**src/rtl/div_arbiter.sv**
```systemverilog
// Round-robin front end for one shared iterative divider (RISC-V DIV/DIVU/REM/REMU).
// Resolves divide-by-zero and signed overflow locally and reuses the last divider result.
module div_arbiter #(
    parameter int unsigned NUM_BITS = 32,
    parameter int unsigned NUM_REQ  = 2
) (
    input  logic                        CLK,
    input  logic                        RST,
    input  logic [NUM_REQ-1:0]          req_valid,
    output logic [NUM_REQ-1:0]          req_ready,
    input  logic [2*NUM_REQ-1:0]        req_op,
    input  logic [NUM_BITS*NUM_REQ-1:0] req_a,
    input  logic [NUM_BITS*NUM_REQ-1:0] req_b,
    output logic [NUM_REQ-1:0]          rsp_valid,
    input  logic [NUM_REQ-1:0]          rsp_ready,
    output logic [NUM_BITS-1:0]         rsp_data,
    output logic                        busy,
    output logic                        div_start,
    output logic                        div_is_signed,
    output logic [NUM_BITS-1:0]         div_dividend,
    output logic [NUM_BITS-1:0]         div_divisor,
    input  logic [NUM_BITS-1:0]         div_quotient,
    input  logic [NUM_BITS-1:0]         div_remainder,
    input  logic                        div_finished
);

    localparam int unsigned ID_W = (NUM_REQ > 1) ? $clog2(NUM_REQ) : 1;
    localparam logic [NUM_BITS-1:0] MIN_NEG = {1'b1, {(NUM_BITS-1){1'b0}}};

    typedef enum logic [1:0] {
        IDLE  = 2'd0,
        START = 2'd1,
        WAIT  = 2'd2,
        RESP  = 2'd3
    } state_t;

    state_t              state;
    logic [ID_W-1:0]     rr_ptr;
    logic [ID_W-1:0]     id_q;
    logic                want_rem;
    logic                guard;

    logic                cache_valid;
    logic                cache_signed;
    logic [NUM_BITS-1:0] cache_a;
    logic [NUM_BITS-1:0] cache_b;
    logic [NUM_BITS-1:0] cache_quo;
    logic [NUM_BITS-1:0] cache_rem;

    logic                grant_found;
    logic [ID_W-1:0]     grant_id;
    logic [1:0]          op_sel;
    logic [NUM_BITS-1:0] a_sel;
    logic [NUM_BITS-1:0] b_sel;
    logic                sel_signed;
    logic                is_div0;
    logic                is_ovf;
    logic                cache_hit;
    logic                handshake;

    function automatic logic [ID_W-1:0] wrap_add(input logic [ID_W-1:0] base, input int unsigned off);
        int unsigned s;
        s = 32'(base) + off;
        if (s >= NUM_REQ) s = s - NUM_REQ;
        return ID_W'(s);
    endfunction

    function automatic logic [NUM_REQ-1:0] id_onehot(input logic [ID_W-1:0] id);
        return {{(NUM_REQ-1){1'b0}}, 1'b1} << id;
    endfunction

    // First valid requester at or after rr_ptr, wrapping
    always_comb begin
        grant_found = 1'b0;
        grant_id    = '0;
        for (int unsigned i = 0; i < NUM_REQ; i++) begin
            if (!grant_found && req_valid[wrap_add(rr_ptr, i)]) begin
                grant_found = 1'b1;
                grant_id    = wrap_add(rr_ptr, i);
            end
        end
    end

    always_comb begin
        req_ready = '0;
        if (state == IDLE && grant_found) req_ready = id_onehot(grant_id);
    end

    assign handshake  = (state == IDLE) && grant_found;
    assign op_sel     = req_op[grant_id*2 +: 2];
    assign a_sel      = req_a[grant_id*NUM_BITS +: NUM_BITS];
    assign b_sel      = req_b[grant_id*NUM_BITS +: NUM_BITS];
    assign sel_signed = ~op_sel[0];
    assign is_div0    = (b_sel == '0);
    assign is_ovf     = sel_signed && (a_sel == MIN_NEG) && (b_sel == '1);
    assign cache_hit  = cache_valid && (cache_a == a_sel) && (cache_b == b_sel) &&
                        (cache_signed == sel_signed);

    always_ff @(posedge CLK or posedge RST) begin
        if (RST) begin
            state         <= IDLE;
            rr_ptr        <= '0;
            id_q          <= '0;
            want_rem      <= 1'b0;
            guard         <= 1'b0;
            cache_valid   <= 1'b0;
            cache_signed  <= 1'b0;
            cache_a       <= '0;
            cache_b       <= '0;
            cache_quo     <= '0;
            cache_rem     <= '0;
            div_start     <= 1'b0;
            div_is_signed <= 1'b0;
            div_dividend  <= '0;
            div_divisor   <= '0;
            rsp_valid     <= '0;
            rsp_data      <= '0;
            busy          <= 1'b0;
        end else begin
            div_start <= 1'b0;
            case (state)
                IDLE: begin
                    if (handshake) begin
                        id_q     <= grant_id;
                        want_rem <= op_sel[1];
                        busy     <= 1'b1;
                        // Corner cases and cache hits answer next cycle without the divider
                        if (is_div0) begin
                            rsp_data  <= op_sel[1] ? a_sel : '1;
                            rsp_valid <= id_onehot(grant_id);
                            state     <= RESP;
                        end else if (is_ovf) begin
                            rsp_data  <= op_sel[1] ? '0 : a_sel;
                            rsp_valid <= id_onehot(grant_id);
                            state     <= RESP;
                        end else if (cache_hit) begin
                            rsp_data  <= op_sel[1] ? cache_rem : cache_quo;
                            rsp_valid <= id_onehot(grant_id);
                            state     <= RESP;
                        end else begin
                            div_start     <= 1'b1;
                            div_dividend  <= a_sel;
                            div_divisor   <= b_sel;
                            div_is_signed <= sel_signed;
                            state         <= START;
                        end
                    end
                end
                START: begin
                    guard <= 1'b1;
                    state <= WAIT;
                end
                WAIT: begin
                    // Divider still shows the stale finished level in the first WAIT cycle
                    guard <= 1'b0;
                    if (!guard && div_finished) begin
                        cache_valid  <= 1'b1;
                        cache_a      <= div_dividend;
                        cache_b      <= div_divisor;
                        cache_signed <= div_is_signed;
                        cache_quo    <= div_quotient;
                        cache_rem    <= div_remainder;
                        rsp_data     <= want_rem ? div_remainder : div_quotient;
                        rsp_valid    <= id_onehot(id_q);
                        state        <= RESP;
                    end
                end
                RESP: begin
                    if (|(rsp_valid & rsp_ready)) begin
                        rsp_valid <= '0;
                        rr_ptr    <= wrap_add(id_q, 1);
                        busy      <= 1'b0;
                        state     <= IDLE;
                    end
                end
                default: state <= IDLE;
            endcase
        end
    end

endmodule

```
**config.mk**
```make
export PLATFORM = sky130hd
export DESIGN_NAME = div_arbiter
export DESIGN_NICKNAME = d
export VERILOG_FILES = /design/src/rtl/div_arbiter.sv
export SDC_FILE = /design/constraint.sdc
export NUM_CORES = 1
export LEC_CHECK = 0
export ABC_AREA = 1
export CELL_PAD_IN_SITES_DETAIL_PLACEMENT = 1
export CELL_PAD_IN_SITES_GLOBAL_PLACEMENT = 1
export CORE_MARGIN = 4
export CORE_UTILIZATION = 30
export CTS_CLUSTER_DIAMETER = 120
export DETAILED_ROUTE_END_ITERATION = 16
export PLACE_DENSITY_LB_ADDON = 0.1
export SETUP_SLACK_MARGIN = 0.5
export SYNTH_ARGS = -nofsm -noshare
export SYNTH_HDL_FRONTEND = slang
export SYNTH_SLANG_ARGS = --single-unit
```
**constraint.sdc**
```tcl
create_clock -name CLK -period 10.5 [get_ports CLK]
set_clock_uncertainty 0.1 [all_clocks]
set_input_delay 3.15 -clock CLK [delete_from_list [all_inputs] [get_ports CLK]]
set_output_delay 3.15 -clock CLK [all_outputs]
set_load 0.02 [all_outputs]
```
### After elaboration in Yosys (flattened, before gate mapping)

Index checks and enable logic that the tools add are counted.

| storage, ports and cells | value |
|---|---|
| register bits | 237 |
| input port bits | 203 |
| output and inout port bits | 103 |

| operators by class | value |
|---|---|
| add/sub/neg operators | 5 |
| $lt $le $gt $ge | 5 |
| equal/unequal tests | 12 |
| shift-type cells | 5 |
| muxes and demuxes | 44 |
| bitwise logic cells | 5 |
| reductions and logical operators | 25 |

Operator list:

| cell | count |
|---|---|
| 32-bit 2-to-1 mux | 9 |
| 64-bit by 7-bit variable part select with 32-bit output | 2 |
| 32-bit == test | 2 |
| 32-bit == test, second input constant | 2 |
| 32-bit one-hot mux with 2 select lines | 1 |
| 32-bit zero test | 1 |
| 2-bit 2-to-1 mux | 12 |
| 1-bit 2-to-1 mux | 18 |
| 5-bit AND reduction | 2 |
| 1-bit logical AND | 8 |
| 2-bit one-hot mux with 4 select lines | 1 |
| 2-bit != test, second input constant | 3 |
| 2-bit one-hot mux with 3 select lines | 1 |
| 2-bit AND reduction | 3 |
| 3-bit AND reduction | 2 |
| 2-bit nonzero test | 3 |
| 1-bit by 1-bit adder with 2-bit output, second input constant | 2 |
| 2-bit == test, second input constant | 2 |
| 2-bit greater-or-equal comparator, second input constant | 2 |
| 1-bit by 2-bit < comparator with 1-bit output, second input constant | 2 |
| 4-bit != test, second input constant | 1 |
| 1-bit inverter | 4 |
| 1-bit one-hot mux with 2 select lines | 2 |
| 4-bit AND reduction | 1 |
| other kinds (11) | 15 |

### Depth between registers and ports, before layout

Gate-level depths: netlist of the first run.

| depth | value |
|---|---|
| word-level depth | 18 |
| mapped depth | 21 |
| mapped depth without buffers | 18 |

### Worst setup path before layout of the first run

OpenSTA, ideal clock, no wires.

| timing | value |
|---|---|
| kind | input to output |
| from | input req_valid[1] |
| to | output req_ready[0] |
| arrival | 4.087 ns |
| path slack | 3.163 ns |
| cell stages on the path | 6 |
| path buffers | 2 |
| path through | buf_4 -> clkbuf_1 -> nor2_1 -> inv_1 -> nand2_1 -> nor2_1 |

| between the ends | value |
|---|---|
| cells in the longest elaborated chain, start to end | 8 |

Ends and longest elaborated chain:

| element | RTL line | source |
|---|---|---|
| start: declaration | 9 | `input logic [NUM_REQ-1:0] req_valid,` |
| 1-bit 2-to-1 mux (not written as such) (2 in series) | 77 | `if (!grant_found && req_valid[wrap_add(rr_ptr, i)]) begin` |
| 1-bit 2-to-1 mux | 77 |  |
| 1-bit zero test | 77 |  |
| 1-bit logical AND | 77 |  |
| 1-bit 2-to-1 mux | 77 |  |
| 1-bit by 1-bit left shift with 2-bit output or 1-bit logical AND (tied branches) | 69, 86 |  |
| 2-bit 2-to-1 mux * | 86 | `if (state == IDLE && grant_found) req_ready = id_onehot(grant_id);` |
| end: declaration | 10 | `output logic [NUM_REQ-1:0] req_ready,` |

Mark *: on every way between the ends. The rest lies on a longest branch, timed or not. The select of a mux whose other input is x is not followed.

### Worst setup path in the final report of the first run

| timing | value |
|---|---|
| from | input req_valid[0] |
| to | output req_ready[0] |

The elaborated chain is that of the path after synthesis.

==> results of run 1 <==
==> Yosys cell counts, types with 3 or more instances <==
| cell type | instances |
|---|---|
| a21oi_1 | 37 |
| buf_2 | 14 |
| buf_4 | 16 |
| clkbuf_1 | 71 |
| dfrtp_1 | 237 |
| ha_1 | 4 |
| inv_1 | 228 |
| nand2_1 | 920 |
| nand2_2 | 3 |
| nand3_1 | 78 |
| nand3b_1 | 25 |
| nand4_1 | 3 |
| nor2_1 | 88 |
| nor3_1 | 7 |
| o21ai_0 | 248 |
| o21ai_1 | 21 |
| o22ai_1 | 4 |
| or2_2 | 4 |
| xnor2_1 | 6 |
| xor2_1 | 3 |
==> cell type report <==
cell class              count  area, um2  share of cell area [%]
clock buffers              47        913                    5.09
clock inverters             6       55.1                   0.307
inverters                 231        875                    4.87
multi-input cells        1460       6240                    34.8
flip-flops and latches    237       5930                    33.0
well taps                 592        741                    4.12
repair buffers            324       3200                    17.8
==> worst max-delay path, stage by stage <==
cell and delay [ps]:
clkdlybuf4s50_1 580, nor2_1 80, inv_1 140, nand2_1 120
nor2_1 170, clkdlybuf4s50_1 630
==> sequential cells by signal, indices dropped and copies added (netlist names), 2 cells and up <==
signal / cells
cache_a: 32
state: 2
cache_rem: 32
div_divisor: 32
div_dividend: 32
rsp_data: 32
rsp_valid: 2
cache_b: 32
cache_quo: 32
==> power by group <==
part           switching [mW]  internal, mW  leakage [nW]
logic                   0.214         0.143          5.55
clock network           0.428         0.613         0.484
registers              0.0163         0.944          3.03
total                   0.659          1.70          9.07
==> how the worst max path moves through the flow <==
stage	start	slack (ps)	end	cells past startpoint
after global routing	req_valid[0]	2310	req_ready[0]	6
after global placement	req_valid[0]	2340	req_ready[0]	6
final	req_valid[0]	2380	req_ready[0]	6
after detailed placement	req_valid[0]	2340	req_ready[0]	6
after CTS	req_valid[0]	2350	req_ready[0]	6
after floorplan	RST	750	busy	1
==> per-layer routing <==
metal  global-route usage [%]  routed length, um  part of all wire [%]  up-vias
li1                         -                  -                     -     6766
met1                     32.3              26400                    45     6815
met2                     39.6              27400                    47      306
met3                     3.39               2700                   4.6       80
met4                     6.43               1870                   3.2        2
met5                        0                 13                 0.022        -
==> cell families after synthesis <==
| family | after synthesis | synth area share [%] |
|---|---|---|
| xor gates and xnor gates | 9 | 0.584 |
| and+or+nand+nor | 1131 | 33.2 |
| DFF | 237 | 43.9 |
| AOI/OAI and AO/OA | 316 | 11.9 |
| adders and majority gates | 4 | 0.371 |
| buffers and inverters | 335 | 10.0 |
==> metrics by stage <==
stage | cells | utilization (%)
CTS | 2897 | 40.5
finish | 2897 | 40.5
global route | 2897 | 40.5
global placement | 2844 | 38.3
floorplan | 2032 | -
detailed placement | 2844 | 38.3
==> impl_metrics.tcl, run 1 <==
set metrics [dict create \
    drive_above_1_share_pct 3.69 \
    die_y_um 220 \
    total_power_mw 2.36 \
    routedWlPerCell_um 20.2 \
    grt_pass1_wl_mm 88.1 \
    dieArea_mm2 0.0485 \
    required_ps 7250 \
    crit_type "in2out" \
    hold_path_end "cache_valid" \
    vias 14000 \
    avgSynthCellArea_um2 6.64 \
    yosysWarnings 0 \
    cts_buffer_depth 3 \
    p_leak_nw 9.07 \
    pre_cts_ws_ps 2340 \
    regToRegSetupSlack_ps 6380 \
    synth_ff_type "dfrtp_1" \
    ir_worst_vdd_v 0.0000959 \
    viasPerCell 4.82 \
    syn_inst 2032 \
    std_cell_rows 77 \
    hold_class "reg2reg" \
    ant_nets 0 \
    most-common-layout-cells "nand2_1, clkdlybuf4s50_1, o21ai_0, dfrtp_1, inv_1" \
    crit_fanout 4 \
    maxSlewViolCount 0 \
    ys_seq_elements 237 \
    cts_root_buf "clkbuf_16" \
    fp.coreArea_mm2 0.0443 \
    stdcell_area_mm2 0.0180 \
    status "finished, final reports clean" \
    clkSinkCount 237 \
    htreeDepth 1 \
    synth_edf_count 0 \
    async_flop_share_pct 100 \
    portBuffers 305 \
    drt-total-wl_mm 58.4 \
    worstMarginPinSlew_ps 1110 \
    post-route-period-util_pct 77.3 \
    dr.pass1.iters 5 \
    dpl.hpwl_mm 41.7 \
    grt_max_degree 144 \
    insertedDiodeCount 0 \
    fillers 5628 \
    gp_congestion 0.857 \
    rr_startpoint "rr_ptr" \
    drc 0 \
    finalSetupTns_ps 0 \
    fp.dieW_um 220 \
    start_util_pct 30.5 \
    yosys.area.top_type "dfrtp_1" \
    powerDensity_mw_per_mm2 131 \
    min_path_cells 1 \
    maxCapViolCount 0 \
    slew_headroom_pct 26.1 \
    timing.fmax_mhz 123 \
    drt_iter0_markers 764 \
    overflow 0 \
    synth_area_leaders "dfrtp_1, nand2_1, o21ai_0" \
    setup_ws_ps 2380 \
    synth_seq_area_share_pct 43.9 \
    fin_hold_ws_ps 371 \
    timing.final.crit_period_ps 8120 \
    setup_viol 0 \
    io_pins 306 \
    postSynthNetCount 2239 \
    rsz0062_at_grt "false" \
    antenna_found_initial 1 \
    start_kind "primary input" \
    worstHoldStart "cache_valid" \
    clk_pin_slew_ps 60 \
    layout.nets 2490 \
    track_usage_pct 23.7 \
    postPlaceCellArea_mm2 0.0170 \
    reg2reg_depth 15 \
    worstSkewPairLatency_ps 570 \
    cts_resized 0 \
    postCtsHoldBufs 0 \
    r2r-end "div_dividend[0]" \
    postCtsSetupBuffers 0 \
    timing_hold_violations_final 0 \
    cts_tree "done" \
    yosysUniqueCellTypes 32 \
    syn_area_mm2 0.0135 \
    mostFrequentLayoutCell "nand2_1" \
    crit_arrival_ps 4870 \
    cts_made_buffers 29 \
    grt_pass1_vias 14500 \
    cp-end-kind "output port" \
    areaGrowthSynthToFinish_pct 33.0 \
    synth_top_area_share_pct 43.9 \
]
Note: power is estimated with default switching activity, not from simulation.
==> inputs of run 2 (changes only) <==
- clock period: 10.5 -> 7.6 ns (I/O delays scaled with it)
==> run 2 against run 1 <==
Compared with the run above: sequential power is 38% higher; sequential share of layout area down 0.15 points; design area is 0.45% higher; combinational power rose by 38%; die area unchanged; via count is 0.59% lower; cell count up 0.21%; total power is 40% higher; global-route usage about the same; first-iteration DRC count increased by 13%; critical path depth is 1 lower; largest power group unchanged; highest routed layer unchanged.
==> impl_metrics.tcl, run 2 (synthesized netlist as in run 1, its figures left out) <==
set metrics [dict create \
    postCtsHoldBufs 0 \
    most-common-layout-cells "nand2_1, clkdlybuf4s50_1, o21ai_0, dfrtp_1, inv_1" \
    drt-total-wl_mm 58.6 \
    fp.dieW_um 220 \
    cts_tree "done" \
    crit_buf_inv 2 \
    dieArea_mm2 0.0485 \
    crit_fanout 22 \
    gp_congestion 0.832 \
    dr.pass1.iters 4 \
    cts_resized 0 \
    p_leak_nw 9.11 \
    start_kind "primary input" \
    ir_worst_vdd_v 0.000183 \
    routedWlPerCell_um 20.2 \
    mostFrequentLayoutCell "nand2_1" \
    slew_headroom_pct 24.8 \
    ant_nets 0 \
    cts_made_buffers 30 \
    crit_chain "clkdlybuf4s50_1 -> nand2_2 -> nand2_4 -> nor2_1 -> clkdlybuf4s50_1" \
    vias 13900 \
    cts_buffer_depth 3 \
    required_ps 5220 \
    clk_pin_slew_ps 60 \
    std_cell_rows 77 \
    hold_class "reg2reg" \
    finalSetupTns_ps 0 \
    layout.nets 2494 \
    drc 0 \
    timing_hold_violations_final 0 \
    rsz0062_at_grt "false" \
    insertedDiodeCount 0 \
    antenna_found_initial 2 \
    portBuffers 305 \
    dpl.hpwl_mm 42.3 \
    timing.final.crit_period_ps 6480 \
    worstSkewPairLatency_ps 570 \
    grt_max_degree 138 \
    setup_viol 0 \
    powerDensity_mw_per_mm2 183 \
    post-route-period-util_pct 85.2 \
    drive_above_1_share_pct 3.94 \
    setup_ws_ps 1120 \
    seqCellArea_mm2 0.00593 \
    cts_root_buf "clkbuf_16" \
    postLayoutCoreUtil_pct 40.7 \
    drt_iter0_markers 863 \
    fillers 5598 \
    cp-end-kind "output port" \
    slowest_stage "clkdlybuf4s50_1" \
    multi_input_area_mm2 0.00624 \
    grt_pass1_wl_mm 88.1 \
    crit_arrival_ps 4100 \
    status "finished, final reports clean" \
    cp_common_cell "clkdlybuf4s50_1" \
    cp_top_family "buffers and inverters" \
    fp.coreArea_mm2 0.0443 \
    clkSinkCount 237 \
    viasPerCell 4.78 \
    grt_pass1_vias 14300 \
    track_usage_pct 23.7 \
    io_pins 306 \
    cpPeakStageDelay_ps 680 \
    fin_hold_ws_ps 370 \
    final_cells 2903 \
    maxSlewViolCount 0 \
    overflow 0 \
    maxCapViolCount 0 \
    start_util_pct 30.5 \
    crit_type "in2out" \
    worstMarginPinSlew_ps 1130 \
    die_y_um 220 \
    pre_cts_ws_ps 1090 \
    htreeDepth 1 \
    areaGrowthSynthToFinish_pct 33.6 \
    dp_cells 2847 \
    timing.fmax_mhz 154 \
    postCtsSetupBuffers 0 \
]
==> run 2: cell count changes in the layout (fill, tap and decap cells not counted), moves of 2 or more <==
cell	change
buf_4	+2
clkbuf_16	+2
clkbuf_8	-4
clkinv_2	+3
==> run 2: final timing paths <==
check	endpoint	slack (ps)	start	cells past startpoint
setup / recovery	req_ready[1]	1120	req_valid[0]	5
hold / removal	cache_valid	370	cache_valid	1
setup reg to reg	rsp_data[12]	3770	rr_ptr	18
hold reg to reg	cache_valid	370	cache_valid	1
max in group asynchronous	cache_a[29]	4380	RST	3
min in group asynchronous	rsp_data[6]	1920	RST	2
==> run 2: through the flow <==
step / cell area (um2) / total power [mW]
3_3_place_gp: 17000 / 1.84
3_5_place_dp: 17000 / 1.85
5_1_grt: 18000 / 3.46
6_report: 18000 / 3.30
4_1_cts: 18000 / 3.35
2_1_floorplan: 13500 / 1.59
==> run 2: where the power goes <==
group,internal (mW),switching [mW],leakage [nW],total (mW)
Combinational,0.198,0.296,5.57,0.494
Clock,0.888,0.590,0.510,1.48
Sequential,1.31,0.0227,3.03,1.33
Total,2.39,0.909,9.11,3.30
==> run 2: layout make-up <==
type / count / share of cell area (%)
Tap cell: 592 / 4.11
Clock buffer: 45 / 5.04
Multi-Input combinational cell: 1460 / 34.6
Clock inverter: 11 / 0.603
Inverter: 231 / 4.83
Timing Repair Buffer: 327 / 18.0
Sequential cell: 237 / 32.9
==> run 2: worst register-to-register path, delay by kind of cell, from the launching register on <==
kind | cells | cell delay [ps]
simple gates | 14 | 2110
buf+inv | 3 | 930
flops | 1 | 380
compound gates | 1 | 190
==> run 2: per-layer routing <==
layer / routed length, um / vias up / track usage (%) / share of wire [%]
met2: 27300 / 259 / 38.6 / 47
met3: 2580 / 78 / 4.23 / 4.4
met4: 1610 / 4 / 5.86 / 2.8
li1: - / 6773 / - / -
met1: 27000 / 6772 / 32.8 / 46
met5: 27 / - / 0 / 0.046
==> inputs of run 3 (changes only) <==
- MAX_ROUTING_LAYER: unset -> met4
==> run 3 against run 2 <==
Compared with the run above: worst setup slack gained 29 ps; die area is the same; critical path type unchanged; total power is essentially flat; highest routed layer is now met4.
==> impl_metrics.tcl, run 3 (synthesized netlist as in run 1, its figures left out) <==
set metrics [dict create \
    start_kind "primary input" \
    seqCellArea_mm2 0.00593 \
    reg2reg_depth 18 \
    antenna_found_initial 2 \
    ir_worst_vdd_v 0.000183 \
    dr.pass1.iters 5 \
    crit_arrival_ps 4070 \
    gp_congestion 0.844 \
    drt_iter0_markers 849 \
    viasPerCell 4.80 \
    hold_path_end "cache_valid" \
    cts_made_buffers 30 \
    total_power_mw 3.30 \
    post-route-period-util_pct 84.9 \
    worstSkewPairLatency_ps 570 \
    setup_ws_ps 1150 \
    fp.dieW_um 220 \
    postCtsSetupBuffers 0 \
    pre_cts_ws_ps 1090 \
    grt_max_degree 138 \
    drt-total-wl_mm 58.6 \
    track_usage_pct 24.4 \
    r2r-end "rsp_data[12]" \
    grt_pass1_wl_mm 88.1 \
    layout.nets 2494 \
    hold_class "reg2reg" \
    fin_hold_ws_ps 371 \
    most-common-layout-cells "nand2_1, clkdlybuf4s50_1, o21ai_0, dfrtp_1, inv_1" \
    io_pins 306 \
    timing.fmax_mhz 155 \
    routedWlPerCell_um 20.2 \
    worstHoldStart "cache_valid" \
    maxCapViolCount 0 \
    dpl.hpwl_mm 42.3 \
    die_y_um 220 \
    areaGrowthSynthToFinish_pct 33.7 \
    mostFrequentLayoutCell "nand2_1" \
    overflow 0 \
    critPathLaunch "req_valid[0]" \
    rsz0062_at_grt "false" \
    cts_resized 0 \
    powerDensity_mw_per_mm2 183 \
    drc 0 \
    regToRegSetupSlack_ps 3780 \
    maxSlewViolCount 0 \
    cp-end-kind "output port" \
    fillers 5597 \
    rr_startpoint "rr_ptr" \
    timing.final.crit_period_ps 6450 \
    timing_hold_violations_final 0 \
    crit_type "in2out" \
    finalSetupTns_ps 0 \
    dieArea_mm2 0.0485 \
    status "finished, final reports clean" \
    setup_viol 0 \
    clkSinkCount 237 \
    multi_input_area_mm2 0.00624 \
    std_cell_rows 77 \
    p_leak_nw 9.11 \
    drive_above_1_share_pct 3.94 \
    cts_tree "done" \
    start_util_pct 30.5 \
    htreeDepth 1 \
    crit_fanout 22 \
    required_ps 5220 \
    portBuffers 305 \
    postCtsHoldBufs 0 \
    slew_headroom_pct 25.1 \
    clk_pin_slew_ps 60 \
    fp.coreArea_mm2 0.0443 \
    min_path_cells 1 \
    cts_root_buf "clkbuf_16" \
    ant_nets 0 \
    worstMarginPinSlew_ps 1120 \
    grt_pass1_vias 14300 \
    cts_buffer_depth 3 \
    vias 14000 \
]
==> run 3: cell count changes in the layout (fill, tap and decap cells not counted), sizes merged <==
cell / previous run / this run
diode: 0 / 2
==> run 3: layout make-up <==
type / instances / area share (%)
multi-input combinational: 1460 / 34.6
inverter: 231 / 4.83
antenna: 2 / 0.0277
tap: 592 / 4.11
sequential: 237 / 32.9
clock inverter: 11 / 0.603
clock buffer: 45 / 5.03
timing repair buffer: 327 / 17.9
==> run 3: how the worst max path moves through the flow <==
stage	end	slack, ps
2_1_floorplan	req_ready[0]	2000
3_3_place_gp	req_ready[0]	1120
3_5_place_dp	req_ready[0]	1090
4_1_cts	req_ready[0]	1090
5_1_grt	req_ready[1]	1080
6_report	req_ready[1]	1150
==> run 3: critical path, stage by stage <==
cell	delay (ps)
clkdlybuf4s50_1	470
nand2_2	130
nand2_4	180
nor2_1	340
clkdlybuf4s50_1	670
==> run 3: power breakdown <==
part | total (mW) | internal, mW | switching [mW]
combinational | 0.494 | 0.198 | 0.296
sequential | 1.33 | 1.31 | 0.0229
clock | 1.48 | 0.888 | 0.593
total | 3.30 | 2.39 | 0.912
==> run 3: metrics by stage <==
| step | util (%) | instances | instance area (um2) |
|---|---|---|---|
| floorplan | - | 2032 | 13500 |
| global placement | 38.4 | 2847 | 17000 |
| detailed placement | 38.4 | 2847 | 17000 |
| CTS | 40.7 | 2903 | 18000 |
| global route | 40.7 | 2905 | 18000 |
| finish | 40.7 | 2905 | 18000 |
==> run 3: metal layers <==
layer | track usage (%) | routed length [um]
met1 | 32.9 | 27000
met2 | 38.8 | 27600
met3 | 3.94 | 2470
met4 | 5.86 | 1580
met5 | - | 0
